<file path="src/rtl/encoder_step_ctl_pkg.sv">
// Shared FSM state encoding and default parameter values for the encoder step controller.
package encoder_step_ctl_pkg;

    localparam logic [1:0] StIdle = 2'd0;
    localparam logic [1:0] StRun  = 2'd1;
    localparam logic [1:0] StHold = 2'd2;

    localparam int unsigned DefNch       = 2;
    localparam int unsigned DefCntW      = 16;
    localparam int unsigned DefPwmW      = 16;
    localparam int unsigned DefPwmPeriod = 10000;
    localparam int unsigned DefSpeed     = 8000;
    localparam int unsigned DefRampStep  = 1000;
    localparam int unsigned DefStallCyc  = 4_000_000;

    // Width of the per-channel stall timer.
    localparam int unsigned StallW = 24;

endpackage

</file>
<file path="src/rtl/encoder_step_ctl_step_chan.sv">
// One motor channel: encoder synchroniser, tick counter, move FSM, duty ramp and stall timer.
module step_chan
    import encoder_step_ctl_pkg::*;
#(
    parameter int unsigned CNT_W     = DefCntW,
    parameter int unsigned PWM_W     = DefPwmW,
    parameter int unsigned SPEED     = DefSpeed,
    parameter int unsigned RAMP_STEP = DefRampStep,
    parameter int unsigned STALL_CYC = DefStallCyc
) (
    input  logic             clk,
    input  logic             rst_n,
    input  logic             start,
    input  logic             abort,
    input  logic [CNT_W-1:0] target,
    input  logic             dir_req,
    input  logic             encdr,
    input  logic [PWM_W-1:0] pwm_cnt,
    input  logic             pwm_wrap,
    output logic             pwm,
    output logic             en,
    output logic             dir,
    output logic             busy,
    output logic             done,
    output logic             stall
);

    logic              sync1_q, sync2_q, edge_q;
    logic [1:0]        state_q, state_d;
    logic [CNT_W-1:0]  cnt_q, cnt_d;
    logic [CNT_W-1:0]  tgt_q, tgt_d;
    logic              dir_q, dir_d;
    logic [PWM_W-1:0]  duty_q, duty_d;
    logic [StallW-1:0] timer_q, timer_d;
    logic              stall_q, stall_d;
    logic              enc_rise;
    logic [PWM_W:0]    duty_sum;
    logic [StallW:0]   timer_inc;

    assign enc_rise  = sync2_q & ~edge_q;
    // One extra bit so the ramp cannot wrap before saturation.
    assign duty_sum  = {1'b0, duty_q} + (PWM_W+1)'(RAMP_STEP);
    assign timer_inc = {1'b0, timer_q} + (StallW+1)'(1);

    always_ff @(posedge clk or negedge rst_n) begin
        if (!rst_n) begin
            sync1_q <= 1'b0;
            sync2_q <= 1'b0;
            edge_q  <= 1'b0;
        end else begin
            sync1_q <= encdr;
            sync2_q <= sync1_q;
            edge_q  <= sync2_q;
        end
    end

    always_comb begin
        state_d = state_q;
        cnt_d   = cnt_q;
        tgt_d   = tgt_q;
        dir_d   = dir_q;
        duty_d  = duty_q;
        timer_d = timer_q;
        stall_d = stall_q;
        case (state_q)
            StIdle: begin
                if (start && !abort) begin
                    tgt_d   = target;
                    dir_d   = dir_req;
                    cnt_d   = '0;
                    duty_d  = '0;
                    timer_d = '0;
                    stall_d = 1'b0;
                    state_d = (target == '0) ? StHold : StRun;
                end
            end
            StRun: begin
                if (enc_rise) begin
                    cnt_d = cnt_q + CNT_W'(1);
                end
                if (pwm_wrap) begin
                    duty_d = (duty_sum > (PWM_W+1)'(SPEED)) ? PWM_W'(SPEED)
                                                            : duty_sum[PWM_W-1:0];
                end
                // Reaching the target outranks a simultaneous stall timeout.
                if (cnt_d == tgt_q) begin
                    state_d = StHold;
                end else if (enc_rise) begin
                    timer_d = '0;
                end else if (timer_inc >= (StallW+1)'(STALL_CYC)) begin
                    stall_d = 1'b1;
                    state_d = StIdle;
                end else begin
                    timer_d = timer_inc[StallW-1:0];
                end
            end
            StHold: begin
                state_d = StIdle;
            end
            default: begin
                state_d = StIdle;
            end
        endcase
        if (abort) begin
            state_d = StIdle;
        end
    end

    always_ff @(posedge clk or negedge rst_n) begin
        if (!rst_n) begin
            state_q <= StIdle;
            cnt_q   <= '0;
            tgt_q   <= '0;
            dir_q   <= 1'b0;
            duty_q  <= '0;
            timer_q <= '0;
            stall_q <= 1'b0;
        end else begin
            state_q <= state_d;
            cnt_q   <= cnt_d;
            tgt_q   <= tgt_d;
            dir_q   <= dir_d;
            duty_q  <= duty_d;
            timer_q <= timer_d;
            stall_q <= stall_d;
        end
    end

    assign pwm   = (state_q == StRun) && (pwm_cnt < duty_q);
    assign en    = (state_q == StRun);
    assign busy  = (state_q != StIdle);
    assign done  = (state_q == StHold);
    assign dir   = dir_q;
    assign stall = stall_q;

endmodule

</file>
<file path="src/rtl/encoder_step_ctl.sv">
// Multi-channel encoder-counted step controller with a shared free-running PWM counter.
module encoder_step_ctl
    import encoder_step_ctl_pkg::*;
#(
    parameter int unsigned NCH        = DefNch,
    parameter int unsigned CNT_W      = DefCntW,
    parameter int unsigned PWM_W      = DefPwmW,
    parameter int unsigned PWM_PERIOD = DefPwmPeriod,
    parameter int unsigned SPEED      = DefSpeed,
    parameter int unsigned RAMP_STEP  = DefRampStep,
    parameter int unsigned STALL_CYC  = DefStallCyc
) (
    input  logic                 WF_CLK,
    input  logic                 WF_RSTN,
    input  logic [NCH-1:0]       start,
    input  logic                 abort,
    input  logic [NCH*CNT_W-1:0] target,
    input  logic [NCH-1:0]       dir_req,
    input  logic [NCH-1:0]       encdr,
    output logic [NCH-1:0]       pwm,
    output logic [NCH-1:0]       en,
    output logic [NCH-1:0]       dir,
    output logic [NCH-1:0]       busy,
    output logic [NCH-1:0]       done,
    output logic [NCH-1:0]       stall
);

    logic [PWM_W-1:0] pwm_cnt_q;
    logic             pwm_wrap;

    assign pwm_wrap = (pwm_cnt_q == PWM_W'(PWM_PERIOD - 1));

    always_ff @(posedge WF_CLK or negedge WF_RSTN) begin
        if (!WF_RSTN) begin
            pwm_cnt_q <= '0;
        end else if (pwm_wrap) begin
            pwm_cnt_q <= '0;
        end else begin
            pwm_cnt_q <= pwm_cnt_q + PWM_W'(1);
        end
    end

    for (genvar i = 0; i < NCH; i++) begin : g_chan
        step_chan #(
            .CNT_W     (CNT_W),
            .PWM_W     (PWM_W),
            .SPEED     (SPEED),
            .RAMP_STEP (RAMP_STEP),
            .STALL_CYC (STALL_CYC)
        ) u_chan (
            .clk      (WF_CLK),
            .rst_n    (WF_RSTN),
            .start    (start[i]),
            .abort    (abort),
            .target   (target[i*CNT_W +: CNT_W]),
            .dir_req  (dir_req[i]),
            .encdr    (encdr[i]),
            .pwm_cnt  (pwm_cnt_q),
            .pwm_wrap (pwm_wrap),
            .pwm      (pwm[i]),
            .en       (en[i]),
            .dir      (dir[i]),
            .busy     (busy[i]),
            .done     (done[i]),
            .stall    (stall[i])
        );
    end

endmodule

</file>
<file path="config.mk">
export PLATFORM = sky130hd
export DESIGN_NAME = encoder_step_ctl
export DESIGN_NICKNAME = d
export VERILOG_FILES = /design/src/rtl/encoder_step_ctl_pkg.sv /design/src/rtl/encoder_step_ctl_step_chan.sv /design/src/rtl/encoder_step_ctl.sv
export SDC_FILE = /design/constraint.sdc
export NUM_CORES = 1
export LEC_CHECK = 0
export CAP_MARGIN = 5
export CELL_PAD_IN_SITES_DETAIL_PLACEMENT = 0
export CELL_PAD_IN_SITES_GLOBAL_PLACEMENT = 1
export CORE_AREA = 2 2 212 193
export DETAILED_ROUTE_END_ITERATION = 16
export DIE_AREA = 0 0 214 195
export PLACE_DENSITY = 0.62
export REMOVE_ABC_BUFFERS = 1
export SYNTH_ARGS = -nofsm -noshare
export SYNTH_HDL_FRONTEND = slang
export SYNTH_SLANG_ARGS = --single-unit
</file>
<file path="constraint.sdc">
create_clock -name WF_CLK -period 3.5 [get_ports WF_CLK]
set_input_delay 0.875 -clock WF_CLK [delete_from_list [all_inputs] [get_ports WF_CLK]]
set_output_delay 0.875 -clock WF_CLK [all_outputs]
set_load 0.01 [all_outputs]
</file>
==> results of run 1 <==
==> sequential cells by signal, summed over array words and instances (netlist names) <==
| register | count |
|---|---|
| g_chan.u_chan.sync2_q | 2 |
| g_chan.u_chan.tgt_q | 32 |
| g_chan.u_chan.sync1_q | 2 |
| g_chan.u_chan.duty_q | 26 |
| g_chan.u_chan.state_q | 4 |
| pwm_cnt_q | 16 |
| g_chan.u_chan.cnt_q | 32 |
| g_chan.u_chan.edge_q | 2 |
| g_chan.u_chan.stall | 2 |
| g_chan.u_chan.timer_q | 48 |
| g_chan.u_chan.dir | 2 |
==> stage by stage <==
| step | cell area (µm²) | util [%] | hold WS [ps] | worst slack, ps |
|---|---|---|---|---|
| after detailed placement | 12100 | 30.9 | 340 | 4.68 |
| after global routing | 12700 | 32.3 | 375 | -94.7 |
| after global placement | 12100 | 30.9 | 340 | -51.3 |
| after CTS | 12700 | 32.3 | 355 | 10.2 |
| after floorplan | 10500 | - | 331 | -1120 |
| final | 12700 | 32.3 | 355 | 78.2 |
==> cells in the mapped netlist (5+ instances only) <==
master | n | area, µm²
nand2_1 | 184 | 691
dfrtp_1 | 168 | 4200
o21ai_0 | 88 | 440
nor2_1 | 68 | 255
a21oi_1 | 53 | 265
xnor2_1 | 53 | 464
nand3_1 | 50 | 250
clkbuf_1 | 41 | 154
inv_1 | 39 | 146
ha_1 | 33 | 413
nor3_1 | 30 | 150
o31ai_1 | 30 | 225
o21ai_1 | 25 | 125
nand4_1 | 22 | 138
buf_4 | 21 | 158
nor4_1 | 21 | 131
xor2_1 | 18 | 158
a31oi_1 | 17 | 106
and3_1 | 17 | 106
o21a_1 | 17 | 128
a22o_1 | 15 | 131
nor2b_1 | 15 | 93.8
nand2b_1 | 13 | 81.3
and2_1 | 12 | 75.1
buf_2 | 12 | 60.1
a211oi_1 | 11 | 82.6
o22ai_1 | 11 | 68.8
o31a_1 | 10 | 87.6
o41ai_1 | 10 | 87.6
and4_1 | 9 | 78.8
mux2i_1 | 9 | 90.1
a21o_1 | 8 | 60.1
or3_1 | 8 | 50.1
or4_1 | 8 | 60.1
nor3b_1 | 7 | 52.6
o211ai_1 | 6 | 45.0
and4b_1 | 5 | 50.1
buf_1 | 5 | 18.8
mux2_2 | 5 | 56.3
nand4b_1 | 5 | 43.8
o211a_1 | 5 | 50.1
==> routing by layer <==
layer,track usage [%],share of wire (%)
met1,21.6,52
met2,21.8,43
met3,2.55,3.7
met5,0,0
met4,3.39,0.90
==> layout make-up <==
type                    count  area [µm²]  share of cell area, %
clock buffers              18         439                   3.46
repair buffers            107         933                   7.35
multi-input cells         973        6190                   48.7
clock inverters            14         116                  0.916
inverters                  40         150                   1.18
flip-flops and latches    168        4200                   33.1
well taps                 532         666                   5.24
==> final timing paths <==
check | start | to | slack [ps] | depth (start not counted)
setup / recovery | pwm_cnt_q[3]$_DFF_PN0_ | pwm[0] | 80 | 11
hold / removal | g_chan[0].u_chan.sync1_q$_DFF_PN0_ | g_chan[0].u_chan.sync2_q$_DFF_PN0_ | 360 | 0
setup reg to reg | g_chan[1].u_chan.timer_q[0]$_DFFE_PN0P_ | g_chan[1].u_chan.timer_q[7]$_DFFE_PN0P_ | 270 | 10
hold reg to reg | g_chan[0].u_chan.sync1_q$_DFF_PN0_ | g_chan[0].u_chan.sync2_q$_DFF_PN0_ | 360 | 0
max in group asynchronous | WF_RSTN | g_chan[0].u_chan.timer_q[18]$_DFFE_PN0P_ | 2250 | 2
min in group asynchronous | WF_RSTN | pwm_cnt_q[12]$_DFF_PN0_ | 440 | 1
==> worst max-delay path, cell delays in order (launching register included) <==
cell and delay, ps:
dfrtp_1 390, ha_1 300, o21a_1 170, o21a_1 170, o21a_1 160, o21a_1 160
o21ai_1 130, nand2b_1 80, a21oi_2 130, o21ai_2 70, a41oi_2 180, buf_2 160
==> layout by cell type, fill, tap and decap left out, drive strengths merged, types with 18 or more instances in the layout <==
master,count
dfrtp,168
buf,57
nand3,51
inv,44
nand2,185
nor3,34
xnor2,53
a21oi,54
ha,33
nand4,24
xor2,18
nor4,25
o31ai,31
nor2,70
clkbuf,19
o21ai,113
clkdlybuf4s50,49
==> cells by family (layout without fill, tap and decap cells) <==
family                     Yosys count  after routing  share of synthesized area (%)
and+or+nand+nor                    511            511                           24.6
AOI/OAI and AO/OA                  344            344                           20.8
DFF                                168            168                           38.4
buffers and inverters              123            179                           5.30
xor gates and xnor gates            71             71                           5.69
adders and majority gates           33             33                           3.78
muxes                               14             14                           1.34
==> power groups by stage <==
stage / Sequential [mW] / Clock, mW / Combinational, mW
2_1_floorplan: 2.18 / 0 / 0.449
3_3_place_gp: 2.20 / 0 / 0.779
3_5_place_dp: 2.20 / 0 / 0.784
4_1_cts: 2.16 / 1.91 / 0.789
5_1_grt: 2.18 / 2.00 / 0.882
6_report: 2.16 / 1.85 / 0.776
==> what timing repair did <==
| action | 4_1_cts | 5_1_grt |
|---|---|---|
| setup endpoints to repair | 2 | 2 |
| resized for setup | 12 | 7 |
| pin swaps | 3 | 10 |
| setup buffers | 0 | 0 |
==> results.json, run 1 <==
{
  "status": "complete, no violations",
  "cts_made_buffers": 17,
  "ys.flop_type": "dfrtp_1",
  "power_mw": 4.78,
  "cap_violations": 0,
  "p_sw_mw": 1.46,
  "path_max_fanout": 2,
  "synth-edff-count": 0,
  "antenna_found_initial": 0,
  "first_iter_violations": 707,
  "nNetsFinal": 1381,
  "avgViaCountPerCell": 5.13,
  "seqPwrFrac_pct": 45.2,
  "ir_worst_vdd_mv": 0.267,
  "dr.pass1.iters": 5,
  "fill_cells": 4129,
  "cts.sinks": 168,
  "antenna_left": 0,
  "fin_tns_setup_ps": 0,
  "floorplan.rows": 69,
  "grt_pass1_vias": 9080,
  "start_util_pct": 27.8,
  "internal_power_mw": 3.33,
  "syn_to_final_growth_pct": 16.1,
  "setup_viol": 0,
  "drc": 0,
  "vias": 9502,
  "relSlewSlack_pct": 24.9,
  "gp_congestion": 0.825,
  "fp.dieW_um": 214,
  "die_h_um": 195,
  "period_minus_slack_ps": 3420,
  "rsz0062_at_grt": "yes",
  "overflow": 0,
  "yosysWarnings": 0,
  "synthArstFlopShare_pct": 100,
  "worst_ep_required_time_ps": 2620,
  "path_class": "reg -> out",
  "core_area_um2": 39300,
  "cts.path.max_buffers": 2,
  "power_per_cell_area_nw_per_um2": 377,
  "grt_pass1_wl_mm": 49.4,
  "synth_area_um2": 10900,
  "avgSynthCellArea_um2": 8.65,
  "clk_latency_ps": 450,
  "end_kind": "output port",
  "io_pins": 53,
  "wl_per_cell_um": 16.0,
  "grt_usage_pct": 14.5,
  "synth_seq_area_share_pct": 38.4,
  "fmax_mhz": 292,
  "synth_cells": 1264,
  "hold_viol": 0,
  "port_buffers": 52,
  "leakage_nw": 5.22,
  "cts_tree": "yes",
  "clk_pin_slew_ps": 70,
  "fin_crit_sh_pct": 97.8,
  "n_antenna_cell": 0,
  "fin_cells": 1852,
  "grt_max_degree": 71,
  "worst_pin_slew_ps": 1120,
  "cts_hold_buf": 0,
  "drv_slew": 0,
  "drive_above_1_share_pct": 10.4,
  "hp-class": "reg -> reg",
  "dpl.hpwl_mm": 21.0,
  "netSwitchingFraction_pct": 30.5,
  "root_buffer": "clkbuf_16",
  "ys_ff_latch": 168,
  "finalClockSkew_ps": 9.94,
  "ctsHtreeMaxLevel": 4,
  "p_comb_share_pct": 16.2,
  "die_area_um2": 41700,
  "wirelength_mm": 29.7,
  "synth.distinct_cells": 95,
  "cp_data_arrival_time_ps": 2550,
  "post-place-cells": 1820,
  "clkPwrFrac_pct": 38.6,
  "startpoint_type": "flop"
}
No activity file was read; power rests on OpenSTA's default activity.
==> run 2, diff against run 1 <==
- CORE_AREA: 2 2 212 193 -> 2 2 164 150
- DIE_AREA: 0 0 214 195 -> 0 0 166 152
- PLACE_DENSITY: 0.62 -> 0.9
==> run 2 against run 1 <==
  * Clock power grew 11%
  * Worst setup slack better by 35 ps
  * Clock skew is 6.6 ps higher
  * Design area down 2.4%
  * Routed wire length shrank 9.0%
  * Fmax is 1.0% higher
  * Global-route usage grew 6.9 points
  * Register-to-register slack worse by 50 ps
==> results.json, run 2 (synthesis results as in run 1) <==
{
  "status": "complete, no violations",
  "cts.sinks": 168,
  "drc": 0,
  "dr.pass1.iters": 7,
  "worst_pin_slew_ps": 748,
  "io_pins": 53,
  "regMostFlops": "g_chan.u_chan.timer_q",
  "largest_register_ffs": 48,
  "wl_per_cell_um": 16.8,
  "finalClockSkew_ps": 16.6,
  "ctsHtreeMaxLevel": 4,
  "ir_worst_vdd_mv": 0.267,
  "place_area_um2": 11700,
  "critPathSlowestCell": "dfrtp_1",
  "nNetsFinal": 1363,
  "core_area_um2": 23700,
  "dpl.hpwl_mm": 18.6,
  "fp.dieW_um": 166,
  "fill_cells": 2224,
  "grt_usage_pct": 21.4,
  "antenna_left": 0,
  "antenna_found_initial": 0,
  "fin_tns_setup_ps": 0,
  "floorplan.rows": 54,
  "grt_pass1_vias": 9180,
  "fin_crit_sh_pct": 96.8,
  "clk_latency_ps": 430,
  "drv_slew": 0,
  "path_class": "reg -> out",
  "overflow": 0,
  "max_stage_delay_ps": 340,
  "die_h_um": 152,
  "r2r-start": "g_chan[0].u_chan.cnt_q[0]$_DFFE_PN0P_",
  "relSlewSlack_pct": 49.7,
  "power_mw": 4.97,
  "min_from": "g_chan[0].u_chan.sync1_q$_DFF_PN0_",
  "final_common_cell": "nand2_1",
  "port_buffers": 52,
  "hp-class": "reg -> reg",
  "cts_made_buffers": 17,
  "largestRegisters": "g_chan.u_chan.timer_q: 48 flops, g_chan.u_chan.cnt_q: 32 flops, g_chan.u_chan.tgt_q: 32 flops",
  "cp_data_arrival_time_ps": 2510,
  "clk_pin_slew_ps": 70,
  "hold_viol": 0,
  "root_buffer": "clkbuf_16",
  "stdcell_area_um2": 12400,
  "die_area_um2": 25200,
  "post-place-cells": 1578,
  "path_cells": "inv_1 > ha_1 > o21a_1 > o21a_1 > o21a_1 > o21a_1 > o21ai_2 > nand2b_1 > a21oi_1 > o21ai_1 > a41oi_2 > buf_2",
  "postCtsSetupBuffers": 0,
  "path_max_fanout": 2,
  "worst_ep_required_time_ps": 2620,
  "cp_common_cell": "o21a_1",
  "grt_max_degree": 59,
  "start_util_pct": 46.1,
  "avgViaCountPerCell": 5.90,
  "gp_congestion": 0.846,
  "syn_to_final_growth_pct": 13.4,
  "cts.path.max_buffers": 2,
  "fmax_mhz": 295,
  "cap_violations": 0,
  "end_kind": "output port",
  "power_per_cell_area_nw_per_um2": 401,
  "rsz0062_at_grt": "yes",
  "grt_pass1_wl_mm": 45.3,
  "wirelength_mm": 27.0,
  "cts_tree": "yes",
  "vias": 9497,
  "setup_viol": 0,
  "fin_worst_hold_slack_ps": 351,
  "startpoint_type": "flop",
  "fin_cells": 1610,
  "cp-startpoint": "g_chan[0].u_chan.duty_q[3]$_DFFE_PN0P_",
  "drive_above_1_share_pct": 9.14,
  "n_antenna_cell": 0,
  "period_minus_slack_ps": 3390,
  "layout_common_cells": "nand2_1, dfrtp_1, o21ai_0",
  "leakage_nw": 5.18,
  "first_iter_violations": 591
}
==> run 2: worst max-delay path: cells and delay by family (launching register included) <==
kind,cells,cell delay (ps)
compound gates,8,1190
simple gates,1,60
fa+ha+maj,1,290
flops,1,340
buf+inv,2,200
==> run 2: routing by layer <==
metal  share of wire (%)  track usage [%]
met3                 4.3             3.70
met2                  47             35.2
met5                   0                0
met1                  48             29.7
met4                 1.1             5.09
==> run 2: path summary, 6_finish.rpt <==
path                                                            end  slack, ps  cells past startpoint
setup / recovery                                             pwm[0]        110                     12
max in group asynchronous     g_chan[0].u_chan.cnt_q[7]$_DFFE_PN0P_       2370                      2
hold reg to reg                  g_chan[0].u_chan.sync2_q$_DFF_PN0_        350                      0
min in group asynchronous     g_chan[1].u_chan.tgt_q[6]$_DFFE_PN0P_        400                      1
hold / removal                   g_chan[0].u_chan.sync2_q$_DFF_PN0_        350                      0
setup reg to reg           g_chan[0].u_chan.timer_q[17]$_DFFE_PN0P_        220                     11
==> run 2: layout make-up <==
class	count	area, µm²	area share [%]
multi-input cells	973	6190	49.9
flip-flops and latches	168	4200	33.9
repair buffers	89	831	6.70
clock buffers	18	439	3.54
well taps	308	385	3.11
clock inverters	14	196	1.58
inverters	40	150	1.21
==> run 2: repair_timing <==
item,CTS,global route
resized for setup,9,9
hold buffers,0,0
endpoints found under the hold margin,0,0
pin swaps,2,8
endpoints found under the setup margin,2,6
==> run 2: per-stage QoR <==
| step | utilization (%) | setup WS [ps] |
|---|---|---|
| global placement | 49.5 | 24.8 |
| detailed placement | 49.5 | 42.8 |
| floorplan | - | -1120 |
| CTS | 52.1 | 16.5 |
| global route | 52.3 | -45.4 |
| finish | 52.3 | 113 |
==> run 2: power by group <==
part | switching, mW | total (mW) | internal (mW)
Clock | 0.830 | 2.05 | 1.22
Sequential | 0.126 | 2.17 | 2.05
Combinational | 0.418 | 0.743 | 0.325
